## config.mk

```make
export PLATFORM = sky130hd
export DESIGN_NAME = lcd_frame_sched
export DESIGN_NICKNAME = d
export VERILOG_FILES = /design/src/rtl/lcd_pkg.sv /design/src/rtl/lcd_burst_credit.sv /design/src/rtl/lcd_frame_sched.sv
export SDC_FILE = /design/constraint.sdc
export NUM_CORES = 1
export LEC_CHECK = 0
export CORE_AREA = 3 3 78 80
export DETAILED_ROUTE_END_ITERATION = 8
export DIE_AREA = 0 0 81 83
export GPL_TIMING_DRIVEN = 0
export PLACE_DENSITY = 0.74
export RECOVER_POWER = 100
export SYNTH_ARGS = -nofsm -noshare
export SYNTH_HDL_FRONTEND = slang
export SYNTH_SLANG_ARGS = --single-unit
```

## constraint.sdc

```tcl
create_clock -name fifo_wr_clk -period 3.81 [get_ports fifo_wr_clk]
set_input_delay 0.5715 -clock fifo_wr_clk [delete_from_list [all_inputs] [get_ports fifo_wr_clk]]
set_output_delay 0.5715 -clock fifo_wr_clk [all_outputs]
set_load 0.005 [all_outputs]
```

## src/rtl/lcd_pkg.sv

```systemverilog
// Shared definitions for the LCD write-side frame scheduler and its burst credit check.
package lcd_pkg;

    typedef enum logic [2:0] {
        IDLE       = 3'd0,
        WAIT_FRAME = 3'd1,
        CHECK      = 3'd2,
        REQ        = 3'd3,
        XFER       = 3'd4,
        DONE       = 3'd5
    } state_t;

    localparam int DEF_FRAME_PIXELS = 384000;
    localparam int DEF_BURST_LEN    = 64;

    // Bits needed to index 'value' distinct values (ceil(log2(value))).
    function automatic int clog2(input int value);
        int r;
        int v;
        r = 0;
        v = value - 1;
        while (v > 0) begin
            r = r + 1;
            v = v >> 1;
        end
        return r;
    endfunction

endpackage

```

## src/rtl/lcd_burst_credit.sv

```systemverilog
// Combinational burst sizing and FIFO space check, shared with the read-side prefetcher.
module lcd_burst_credit #(
    parameter int CNT_W     = 10,
    parameter int PIX_W     = 19,
    parameter int BURST_LEN = 64,
    parameter int CEILING   = 1000
) (
    input  logic [PIX_W-1:0] pix_rem,
    input  logic [CNT_W-1:0] fifo_wr_cnt,
    output logic [7:0]       len_next,
    output logic             space_ok
);

    logic [CNT_W:0] sum;

    always_comb begin
        len_next = (32'(pix_rem) >= 32'(BURST_LEN)) ? 8'(BURST_LEN) : 8'(pix_rem);
        // One extra bit so occupancy plus burst never wraps before the compare.
        sum      = {1'b0, fifo_wr_cnt} + (CNT_W+1)'(len_next);
        space_ok = (sum <= (CNT_W+1)'(CEILING));
    end

endmodule

```

## src/rtl/lcd_frame_sched.sv

```systemverilog
// Frame-level refill scheduler: splits each frame into FIFO-safe bursts and flags timing faults.
module lcd_frame_sched
    import lcd_pkg::*;
#(
    parameter int FIFO_DEPTH            = 1024,
    parameter int FIFO_ALMOSTFULL_DEPTH = 1000,
    parameter int BURST_LEN             = DEF_BURST_LEN,
    parameter int FRAME_PIXELS          = DEF_FRAME_PIXELS,
    parameter int CNT_W                 = 10
) (
    input  logic             fifo_wr_clk,
    input  logic             rst,
    input  logic             enable,
    input  logic             frame_start,
    input  logic [CNT_W-1:0] fifo_wr_cnt,
    input  logic             fifo_full,
    output logic             burst_req,
    output logic [7:0]       burst_len,
    input  logic             burst_ack,
    input  logic             beat_valid,
    output logic             axis_data_sync,
    output logic             frame_done,
    output logic             frame_overrun,
    output logic             wr_overflow,
    output state_t           state
);

    localparam int PIX_W   = clog2(FRAME_PIXELS + 1);
    localparam int CEILING = (FIFO_ALMOSTFULL_DEPTH < FIFO_DEPTH) ? FIFO_ALMOSTFULL_DEPTH : FIFO_DEPTH;

    logic [PIX_W-1:0] pix_rem;
    logic [7:0]       beat_rem;
    logic             pend_start;
    logic             first;
    logic [7:0]       len_next;
    logic             space_ok;
    logic             fs_busy;
    logic             frame_last_beat;

    lcd_burst_credit #(
        .CNT_W    (CNT_W),
        .PIX_W    (PIX_W),
        .BURST_LEN(BURST_LEN),
        .CEILING  (CEILING)
    ) u_credit (
        .pix_rem    (pix_rem),
        .fifo_wr_cnt(fifo_wr_cnt),
        .len_next   (len_next),
        .space_ok   (space_ok)
    );

    // A frame_start landing on the final beat of a frame is on time, not an overrun.
    always_comb begin
        fs_busy         = frame_start && (state != IDLE) && (state != WAIT_FRAME);
        frame_last_beat = (state == XFER) && beat_valid && (beat_rem == 8'd1)
                          && (pix_rem == PIX_W'(1));
    end

    // Handshake: burst_req and burst_len stay stable from the cycle burst_req rises
    // until the cycle burst_ack is sampled high; that cycle transfers the request.
    always_ff @(posedge fifo_wr_clk) begin
        if (rst) begin
            state          <= IDLE;
            burst_req      <= 1'b0;
            burst_len      <= 8'd0;
            axis_data_sync <= 1'b0;
            frame_done     <= 1'b0;
            frame_overrun  <= 1'b0;
            wr_overflow    <= 1'b0;
            pix_rem        <= '0;
            beat_rem       <= 8'd0;
            pend_start     <= 1'b0;
            first          <= 1'b0;
        end else begin
            frame_done <= 1'b0;
            if (fs_busy) begin
                pend_start <= 1'b1;
                if (!frame_last_beat) frame_overrun <= 1'b1;
            end
            case (state)
                IDLE: begin
                    if (enable) state <= WAIT_FRAME;
                end
                WAIT_FRAME: begin
                    if (frame_start || pend_start) begin
                        pix_rem    <= PIX_W'(FRAME_PIXELS);
                        first      <= 1'b1;
                        pend_start <= 1'b0;
                        state      <= CHECK;
                    end else if (!enable) begin
                        state <= IDLE;
                    end
                end
                CHECK: begin
                    if (space_ok) begin
                        burst_len <= len_next;
                        burst_req <= 1'b1;
                        state     <= REQ;
                    end
                end
                REQ: begin
                    if (burst_ack) begin
                        beat_rem       <= burst_len;
                        burst_req      <= 1'b0;
                        axis_data_sync <= first;
                        state          <= XFER;
                    end
                end
                XFER: begin
                    if (beat_valid) begin
                        beat_rem       <= beat_rem - 8'd1;
                        pix_rem        <= pix_rem - PIX_W'(1);
                        first          <= 1'b0;
                        axis_data_sync <= 1'b0;
                        if (fifo_full) wr_overflow <= 1'b1;
                        if (beat_rem == 8'd1) begin
                            if (pix_rem == PIX_W'(1))           state <= DONE;
                            else if (pend_start || frame_start) state <= WAIT_FRAME;
                            else if (!enable)                   state <= IDLE;
                            else                                state <= CHECK;
                        end
                    end
                end
                DONE: begin
                    frame_done <= 1'b1;
                    state      <= WAIT_FRAME;
                end
                default: state <= IDLE;
            endcase
        end
    end

endmodule
```

# Word-level counts from Yosys, hierarchy flattened
# Index checks and enable logic that the tools add are counted.
# totals
ff_bits	45
elab_cells	80
# op_classes
n_addsub	3
magnitude_cmp	2
eq_ne	15
n_mux	30
n_bitwise	1
n_reduce_logical	18
# ops
cell	count
$mux W19	2
$pmux W19 S2	1
$mux W3	8
$mux W8	3
$eq A19 B1 Y1 const B	1
$ge A19 B7 Y1 const B	1
$sub A19 B1 Y19 const B	1
$pmux W3 S6	1
$pmux W8 S2	1
$reduce_and A3 Y1	4
$add A10 B8 Y11	1
$le A11 B10 Y1 const B	1
$ne A2 B2 Y1 const B	5
$mux W1	9
$eq A8 B1 Y1 const B	1
$sub A8 B1 Y8 const B	1
$eq A3 B2 Y1 const B	2
$eq A3 B3 Y1 const B	2
$pmux W1 S2	3
$reduce_and A6 Y1	1
$reduce_bool A2 Y1	3
$logic_and A1 B1 Y1	5
$mux W2	2
$reduce_and A2 Y1	2
other kinds (8)	8

# Logic depth before layout (Yosys ltp)
# Gate-level depths: netlist (run 1).
# depth
ltp_word	6
ltp_mapped	17
ltp_nobuf	15

# Modules after synthesis
# From an unflattened synthesis (run 1), not the netlist that was laid out.
# unflattened
cells_unflattened	341
area_unflattened_um2	2707.6
# by_module_without_submodules
module	instances	cells_per_inst	area_each_um2	seq_area_each_um2
lcd_frame_sched	1	275	2213.4	900.9
lcd_burst_credit	1	66	494.2	0.0

# Worst setup path before layout (run 1)
# Ideal clock, no wire load.
# synth_path
path_kind	register -> register
start	reg pix_rem[10]
end	reg burst_len[2]
arrival_time_ns	3.834
t_required_ns	3.694
slack_ns	-0.140
stages_incl_launch_ff	16
n_path_buf	2
cell_sequence	dfxtp_1 or4_1 nor4_2 nand2b_1 nor4_4 inv_1 ha_1 a211oi_2 o21ai_2 a2111oi_4 mux2i_1 a2111o_1 buf_6 and2_4 buf_6 a31o_1
# synth_via
elab_chain_len	5
# synth_rtl
item	line_no	source
start: declaration	lcd_frame_sched.sv:31	logic [PIX_W-1:0] pix_rem;
start signal: assignment	lcd_frame_sched.sv:86	pix_rem <= PIX_W'(FRAME_PIXELS);
start signal: assignment	lcd_frame_sched.sv:112	pix_rem <= pix_rem - PIX_W'(1);
$ge A19 B7 Y1	lcd_burst_credit.sv:17	len_next = (32'(pix_rem) >= 32'(BURST_LEN)) ? 8'(BURST_LEN) : 8'(pix_rem);
$mux W8	lcd_burst_credit.sv:17	
via len_next[6]	lcd_frame_sched.sv:35	logic [7:0] len_next;
$add A10 B8 Y11	lcd_burst_credit.sv:19	sum = {1'b0, fifo_wr_cnt} + (CNT_W+1)'(len_next);
$le A11 B10 Y1	lcd_burst_credit.sv:20	space_ok = (sum <= (CNT_W+1)'(CEILING));
$reduce_and A2 Y1 (no line)	--	
end signal: assignment	lcd_frame_sched.sv:96	burst_len <= len_next;
end: declaration	lcd_frame_sched.sv:18	output logic [7:0] burst_len,
# The timed path passes the listed nets, and every way through them passes these cells.
# A chain may end at the register's enable or synchronous reset.

# Worst setup path after layout (run 1)
# layout_path
start	reg pix_rem[11]
end	reg burst_len[4]
# Same word-level chain as after synthesis.

==> impl_metrics.yaml, run 1 <==
critical_path:
  arrival_ns: 3.90
  max_stage_delay_ns: 0.55
  worstSetupPathType: "reg -> reg"
  ff2ff_path_depth: 13
  timing.rr.end: "burst_len[4]$_SDFFE_PP0P_"
  critPathRequiredTime_ns: 4.02
  startpoint_type: "flip-flop"
  path_cells: "or4_4 > nor4_4 > nand2b_1 > nor4_4 > and2_4 > ha_4 > a211oi_4 > o21ai_4 > a2111oi_4 > mux2i_1 > a2111o_1 > and2_4 > a31o_1"
  path_max_fanout: 8
  reg2reg_slack_ns: 0.12
  end_kind: "flip-flop"
  slowest_stage: "or4_4"
  worstReg2RegStart: "pix_rem[11]$_SDFFE_PP0P_"
logic_synthesis:
  synth.area.top_cells: "dfxtp_1 (33%), a21oi_1 (6.6%), ha_1 (6.0%)"
  synth.largest_area_cell: "dfxtp_1"
  ys.flop_type: "dfxtp_1"
  yosysUniqueCellTypes: 59
  syn_inst: 332
  syn-num-nets: 363
  synth-seq-area-share: 0.332
  synth-edff-count: 0
  synth_area_per_cell_um2: 8.16
  ys_ff_latch: 45
  synth_area_mm2: 0.00271
  async_flop_share: 0
  ys_warn_count: 0
  netlist.area_leader.share: 0.332
timing:
  min_period_ns: 3.69
  timing.fmax_mhz: 271
  finalClockSkew_ns: 0.00809
  whs_ns: 0.459
  slew_violations: 0
  relSlewSlack: 0.577
  setup_viol: 0
  setup_tns_ns: 0
  worst_pin_slew_ns: 0.629
  rsz0062_at_grt: "yes"
  finalWorstSetupSlack_ns: 0.116
  final.period_utilization: 0.969
  final_hold_viol_count: 0
routing:
  avgRoutedWirePerCell_um: 15.7
  drt-initial-drc-count: 151
  vias: 2593
  drtPass1Iterations: 5
  vias_per_cell: 5.69
  ant_nets: 0
  drc_errors: 0
  wirelength_um: 7140
die:
  die_area_mm2: 0.00672
  core-area_mm2: 0.00547
  dieHeight_um: 83
  rows: 27
  die_x_um: 81
  io_pins: 33
  start_util: 0.495
grt:
  grt_pass1_vias: 2431
  grt_usage: 0.213
  grt_overflow: 0
  grt_max_degree: 16
  antenna_found_initial: 0
  grt_pass1_wl_um: 11500
pwr:
  vdd_drop_max_uv: 242
  total_power_mw: 1.75
  power.density_mw_per_mm2: 497
  p_leak_nw: 1.28
flow_run:
  max_cap_viol_count: 0
worst_hold_path:
  hold_path.startpoint: "axis_data_sync$_SDFFE_PP0P_"
  hp-class: "reg -> reg"
  hold_path_end: "axis_data_sync$_SDFFE_PP0P_"
  holdPathStages: 2
clock_network:
  clock_path_buffers: 2
  cts-root-buf: "clkbuf_8"
  clk_pin_slew_ns: 0.09
  hold_buffers: 0
  numClockSinks: 45
  h-tree-depth: 2
  cts_tree: "yes"
  insertion_delay_ns: 0.31
  cts_buffers: 5
place:
  post-dp-hpwl_um: 4920
  gp_congestion: 0.866
  portBuffers: 32
  pre_cts_slack_ns: -0.435
finish:
  final_nets: 414
  final_layout_size_suffix_gt1_frac: 0.167
  syn_to_final_growth_pct: 29.7
  n_antenna_cell: 0
run_status:
  status: "finished, final reports clean"
## flip-flops by register name (all words and copies together) (netlist names)
name            flops
axis_data_sync      1
beat_rem            8
burst_len           8
burst_req           1
first               1
frame_done          1
frame_overrun       1
pend_start          1
pix_rem            19
state               3
wr_overflow         1
## through the flow
stage          cells  utilization  instance area (µm²)
6_report         456        0.642                 3520
2_1_floorplan    332            -                 2740
4_1_cts          452        0.624                 3410
5_1_grt          456        0.642                 3520
3_3_place_gp     436        0.575                 3150
3_5_place_dp     436        0.575                 3150
## cell families (layout without fill, tap and decap cells)
kind of cell / count (synthesis) / count (layout) / share of synthesized area
AO/OA/AOI/OAI: 88 / 88 / 0.215
XOR/XNOR: 19 / 19 / 0.0614
adder cells (fa/ha/maj): 14 / 14 / 0.0674
buffers and inverters: 24 / 76 / 0.0392
flip-flops: 45 / 45 / 0.332
multiplexers: 2 / 2 / 0.00739
other: 1 / 1 / 0.00138
AND/OR/NAND/NOR: 139 / 139 / 0.276
## cell usage in the layout (no fill, tap or decap), types with 3 or more instances in the layout
cell type	netlist	routed
nand2b_1	12	12
a21oi_1	36	34
or3_1	6	6
a31o_1	4	4
dfxtp_1	45	42
dlygate4sd3_1	0	17
inv_1	8	7
xor2_1	9	9
o211ai_1	3	3
nor4_1	5	5
dfxtp_2	0	3
a211oi_1	5	4
nor2_2	1	5
xnor2_1	10	10
nor2b_1	6	6
nor3_1	12	11
clkdlybuf4s50_1	0	15
o21ai_0	15	15
ha_1	13	7
nand3_1	8	8
nor2_1	36	32
nand2_1	25	25
and2_1	5	4
clkbuf_8	0	5
clkbuf_1	13	14
buf_4	0	12
ha_2	0	3
o22ai_1	3	3
or2_2	3	3
ha_4	0	3
## cells in the mapped netlist (4+ instances only)
| library cell | n |
|---|---|
| dfxtp_1 | 45 |
| a31o_1 | 4 |
| xor2_1 | 9 |
| inv_1 | 8 |
| nor4_1 | 5 |
| nor2_1 | 36 |
| nor3_1 | 12 |
| clkbuf_1 | 13 |
| nor2b_1 | 6 |
| nand2_1 | 25 |
| or3_1 | 6 |
| a21oi_1 | 36 |
| nand2b_1 | 12 |
| a211oi_1 | 5 |
| o21ai_0 | 15 |
| xnor2_1 | 10 |
| nand3_1 | 8 |
| ha_1 | 13 |
| and2_1 | 5 |
## worst max-delay path by stage
stage                             startpoint  slack, ns                        end  cells after the start
global placement    pix_rem[10]$_SDFFE_PP0P_      -0.39  burst_len[2]$_SDFFE_PP0P_                     16
detailed placement  pix_rem[10]$_SDFFE_PP0P_      -0.44  burst_len[3]$_SDFFE_PP0P_                     16
floorplan           pix_rem[10]$_SDFFE_PP0P_      0.006  burst_len[2]$_SDFFE_PP0P_                     15
CTS                 pix_rem[13]$_SDFFE_PP0P_      -0.18  burst_len[4]$_SDFFE_PP0P_                     14
finish              pix_rem[11]$_SDFFE_PP0P_       0.12  burst_len[4]$_SDFFE_PP0P_                     13
global route        pix_rem[11]$_SDFFE_PP0P_       -0.1  burst_len[4]$_SDFFE_PP0P_                     15
## report_power, final
part	internal (mW)	total, mW	switching (mW)
combinational	0.372	0.733	0.361
clock	0.264	0.446	0.181
sequential	0.517	0.570	0.0533
## layer usage
metal,wire [µm],global-route usage,vias to the layer above
li1,-,-,1287
met1,3200,0.285,1218
met2,3470,0.360,82
met3,411,0.0293,6
met4,52,0.0492,0
met5,0,0,-
## what timing repair did
item	4_1_cts	5_1_grt
gates resized for setup	19	14
pin swaps	17	16
endpoints found under the hold margin	0	0
buffers inserted	9	5
endpoints found under the setup margin	11	11
## worst max-delay path: cells and delay by family (launching register included)
kind | cells | cell delay (ns)
simple gates | 6 | 1.57
flops | 1 | 0.34
compound gates | 5 | 1.37
fa+ha+maj | 1 | 0.21
mux | 1 | 0.10
## cell type report
type	instances	area, µm²
fillers	498	1960
multi-input cells	263	1860
flip-flops and latches	45	905
repair buffers	46	437
well taps	72	90.1
clock buffers	5	68.8
clock inverters	3	68.8
plain buffers	14	52.6
inverters	8	30.0
Note: power is estimated with default switching activity, not from simulation.
==> inputs of run 2 (changes only) <==
Settings changed: ABC_AREA set to 1, CORE_AREA 3 3 78 80 to 3 3 79 81, DIE_AREA 0 0 81 83 to 0 0 82 84, PLACE_DENSITY 0.74 to 0.75, RECOVER_POWER 100 to 25.
==> run 2 against run 1 <==
Against the previous run:
- wire length is 9.1% lower
- clock-buffer cell count is 2 higher
- worst setup slack better by 0.54 ns
- critical path type unchanged
- critical endpoint is now burst_len[0]$_SDFFE_PP0P_
- largest power group is now registers
- highest routed layer unchanged
==> impl_metrics.yaml, run 2 <==
run_status:
  status: "finished, final reports clean"
critical_path:
  arrival_ns: 3.37
  crit_top_cell: "nand2_1"
  reg2reg_slack_ns: 0.66
  timing.rr.end: "burst_len[0]$_SDFFE_PP0P_"
  ff2ff_path_depth: 22
  max_stage_delay_ns: 0.42
  slowest_stage: "fa_1"
  path_cells: "nor2_1 > inv_1 > nor2_1 > nand2_1 > inv_1 > nand4_1 > buf_4 > nor2_1 > ha_1 > fa_1 > nand3_1 > nand2_1 > nand2_1 > nand2_1 > nand2_1 > nand3_1 > nor2_1 > nand2_1 > nand3_1 > buf_2 > o21ai_0 > a21oi_1"
  critPathRequiredTime_ns: 4.04
  end_kind: "flip-flop"
  path_max_fanout: 10
  worstSetupPathType: "reg -> reg"
  worstReg2RegStart: "pix_rem[10]$_SDFFE_PP0P_"
  startpoint_type: "flip-flop"
finish:
  largest_register_ffs: 19
  top_register: "pix_rem"
  top_regs: "pix_rem (19), beat_rem (8), burst_len (8)"
  final_layout_size_suffix_gt1_frac: 0.0553
  final_nets: 501
  layout_commonest_cell: "nand2_1"
  syn_to_final_growth_pct: 18.3
  n_antenna_cell: 0
  layout_common_cells: "nand2_1 (88), inv_1 (66), nor2_1 (56)"
die:
  dieHeight_um: 84
  die_x_um: 82
  start_util: 0.508
  core-area_mm2: 0.00554
  die_area_mm2: 0.00689
  io_pins: 33
  rows: 27
routing:
  drtPass1Iterations: 4
  drc_errors: 0
  vias: 2752
  vias_per_cell: 5.08
  ant_nets: 0
  wirelength_um: 6490
  drt-initial-drc-count: 132
  avgRoutedWirePerCell_um: 12.0
logic_synthesis:
  ys.flop_type: "dfxtp_1"
  ys_warn_count: 0
  synth-edff-count: 0
  synth.area.top_cells: "dfxtp_1 (32%), nand2_1 (12%), inv_1 (8.8%)"
  yosysMostFrequentCell: "nand2_1"
  async_flop_share: 0
  ys_ff_latch: 45
  synth_area_mm2: 0.00281
  syn-num-nets: 460
  synth.largest_area_cell: "dfxtp_1"
  syn_inst: 429
  synth-seq-area-share: 0.320
  netlist.area_leader.share: 0.320
  synthTopCellsByCount: "nand2_1 (88), inv_1 (66), nor2_1 (57), dfxtp_1 (45), a21oi_1 (39)"
  yosysUniqueCellTypes: 35
  synth_area_per_cell_um2: 6.56
worst_hold_path:
  hold_path_end: "frame_overrun$_SDFFE_PP0P_"
  hp-class: "reg -> reg"
  holdPathStages: 2
  hold_path.startpoint: "frame_overrun$_SDFFE_PP0P_"
timing:
  final.period_utilization: 0.826
  relSlewSlack: 0.638
  whs_ns: 0.454
  setup_tns_ns: 0
  min_period_ns: 3.15
  rsz0062_at_grt: "no"
  setup_viol: 0
  finalClockSkew_ns: 0.0106
  final_hold_viol_count: 0
  timing.fmax_mhz: 318
  slew_violations: 0
  worst_pin_slew_ns: 0.543
flow_run:
  max_cap_viol_count: 0
place:
  post-dp-hpwl_um: 5210
  portBuffers: 32
  gp_congestion: 0.925
clock_network:
  insertion_delay_ns: 0.30
  cts-root-buf: "clkbuf_8"
  h-tree-depth: 2
  cts_tree: "yes"
  clk_pin_slew_ns: 0.08
  cts_buffers: 5
  hold_buffers: 0
  numClockSinks: 45
  clock_path_buffers: 2
grt:
  grt_pass1_wl_um: 11600
  antenna_found_initial: 0
  grt_max_degree: 13
  grt_overflow: 0
  grt_pass1_vias: 2613
  grt_usage: 0.207
pwr:
  power_switching_mw: 0.541
  intPower_mw: 0.884
  p_clk_frac: 0.209
  vdd_drop_max_uv: 186
  swShare: 0.379
  p_leak_nw: 1.50
  power.density_mw_per_mm2: 428
  power.combinational.fraction: 0.385
  seqPwrFrac: 0.406
==> run 2: cell count changes after synthesis, sizes merged, moves of 7 or more <==
cell    change
o21ai       +8
xnor2       -7
inv        +59
nand2      +71
nor2       +23
nand3      +17
nand2b     -12
==> run 2: metal layers <==
metal  routed length [µm]  global-route usage  vias to the layer above
met5                    0                   0                        -
met4                   85              0.0710                        0
met3                  198              0.0292                        8
met2                 3000               0.323                       45
met1                 3210               0.288                     1228
li1                     -                   -                     1471
==> run 2: worst max-delay path by stage <==
stage	depth (start not counted)	from	slack, ns	endpoint
after CTS	20	pix_rem[7]$_SDFFE_PP0P_	0.47	burst_len[0]$_SDFFE_PP0P_
final	22	pix_rem[10]$_SDFFE_PP0P_	0.66	burst_len[0]$_SDFFE_PP0P_
after floorplan	20	pix_rem[7]$_SDFFE_PP0P_	1.07	burst_len[0]$_SDFFE_PP0P_
after detailed placement	20	pix_rem[7]$_SDFFE_PP0P_	0.49	burst_len[0]$_SDFFE_PP0P_
after global placement	20	pix_rem[13]$_SDFFE_PP0P_	0.52	burst_len[0]$_SDFFE_PP0P_
after global routing	23	pix_rem[10]$_SDFFE_PP0P_	0.23	burst_len[1]$_SDFFE_PP0P_
==> run 2: worst max-delay path: cells and delay by family (launching register included) <==
kind                     cells  cell delay (ns)
buffers and inverters        4             0.54
AND/OR/NAND/NOR             14             1.26
adder cells (fa/ha/maj)      2             0.66
flip-flops                   1             0.40
AO/OA/AOI/OAI                2             0.23
==> run 2: power groups by stage <==
stage | combinational, mW | sequential, mW | clock [mW]
2_1_floorplan | 0.394 | 0.577 | 0
3_3_place_gp | 0.518 | 0.587 | 0
3_5_place_dp | 0.528 | 0.588 | 0
4_1_cts | 0.530 | 0.578 | 0.306
5_1_grt | 0.636 | 0.589 | 0.324
6_report | 0.549 | 0.579 | 0.298
==> run 2: through the flow <==
step	util	power (mW)	instances	setup WS, ns	instance area (µm²)
after global placement	0.582	1.11	533	0.524	3220
after floorplan	-	0.971	429	1.07	2810
after global routing	0.600	1.55	542	0.235	3330
final	0.600	1.43	542	0.661	3330
after CTS	0.597	1.41	540	0.465	3310
after detailed placement	0.582	1.12	533	0.491	3220
==> run 2: kinds of logic (layout without fill, tap and decap cells) <==
kind of cell             Yosys count  after routing  share of synthesized area
buffers and inverters             75            116                      0.101
flip-flops                        45             45                      0.320
adder cells (fa/ha/maj)           14             14                     0.0649
other                              1              1                    0.00133
AND/OR/NAND/NOR                  207            207                      0.337
XOR/XNOR                           7              7                     0.0218
AO/OA/AOI/OAI                     80             80                      0.154
==> run 2: cell type report <==
cell class / instances / area (µm²)
sequential: 45 / 901
fill: 551 / 2210
buffer: 8 / 31.3
tap: 72 / 90.1
inverter: 67 / 251
multi-input combinational: 309 / 1630
timing repair buffer: 34 / 335
clock buffer: 7 / 86.3
==> run 2: repair_timing <==
item	CTS	global route
setup buffers	0	2
gates resized for setup	0	1
endpoints found under the setup margin	0	2
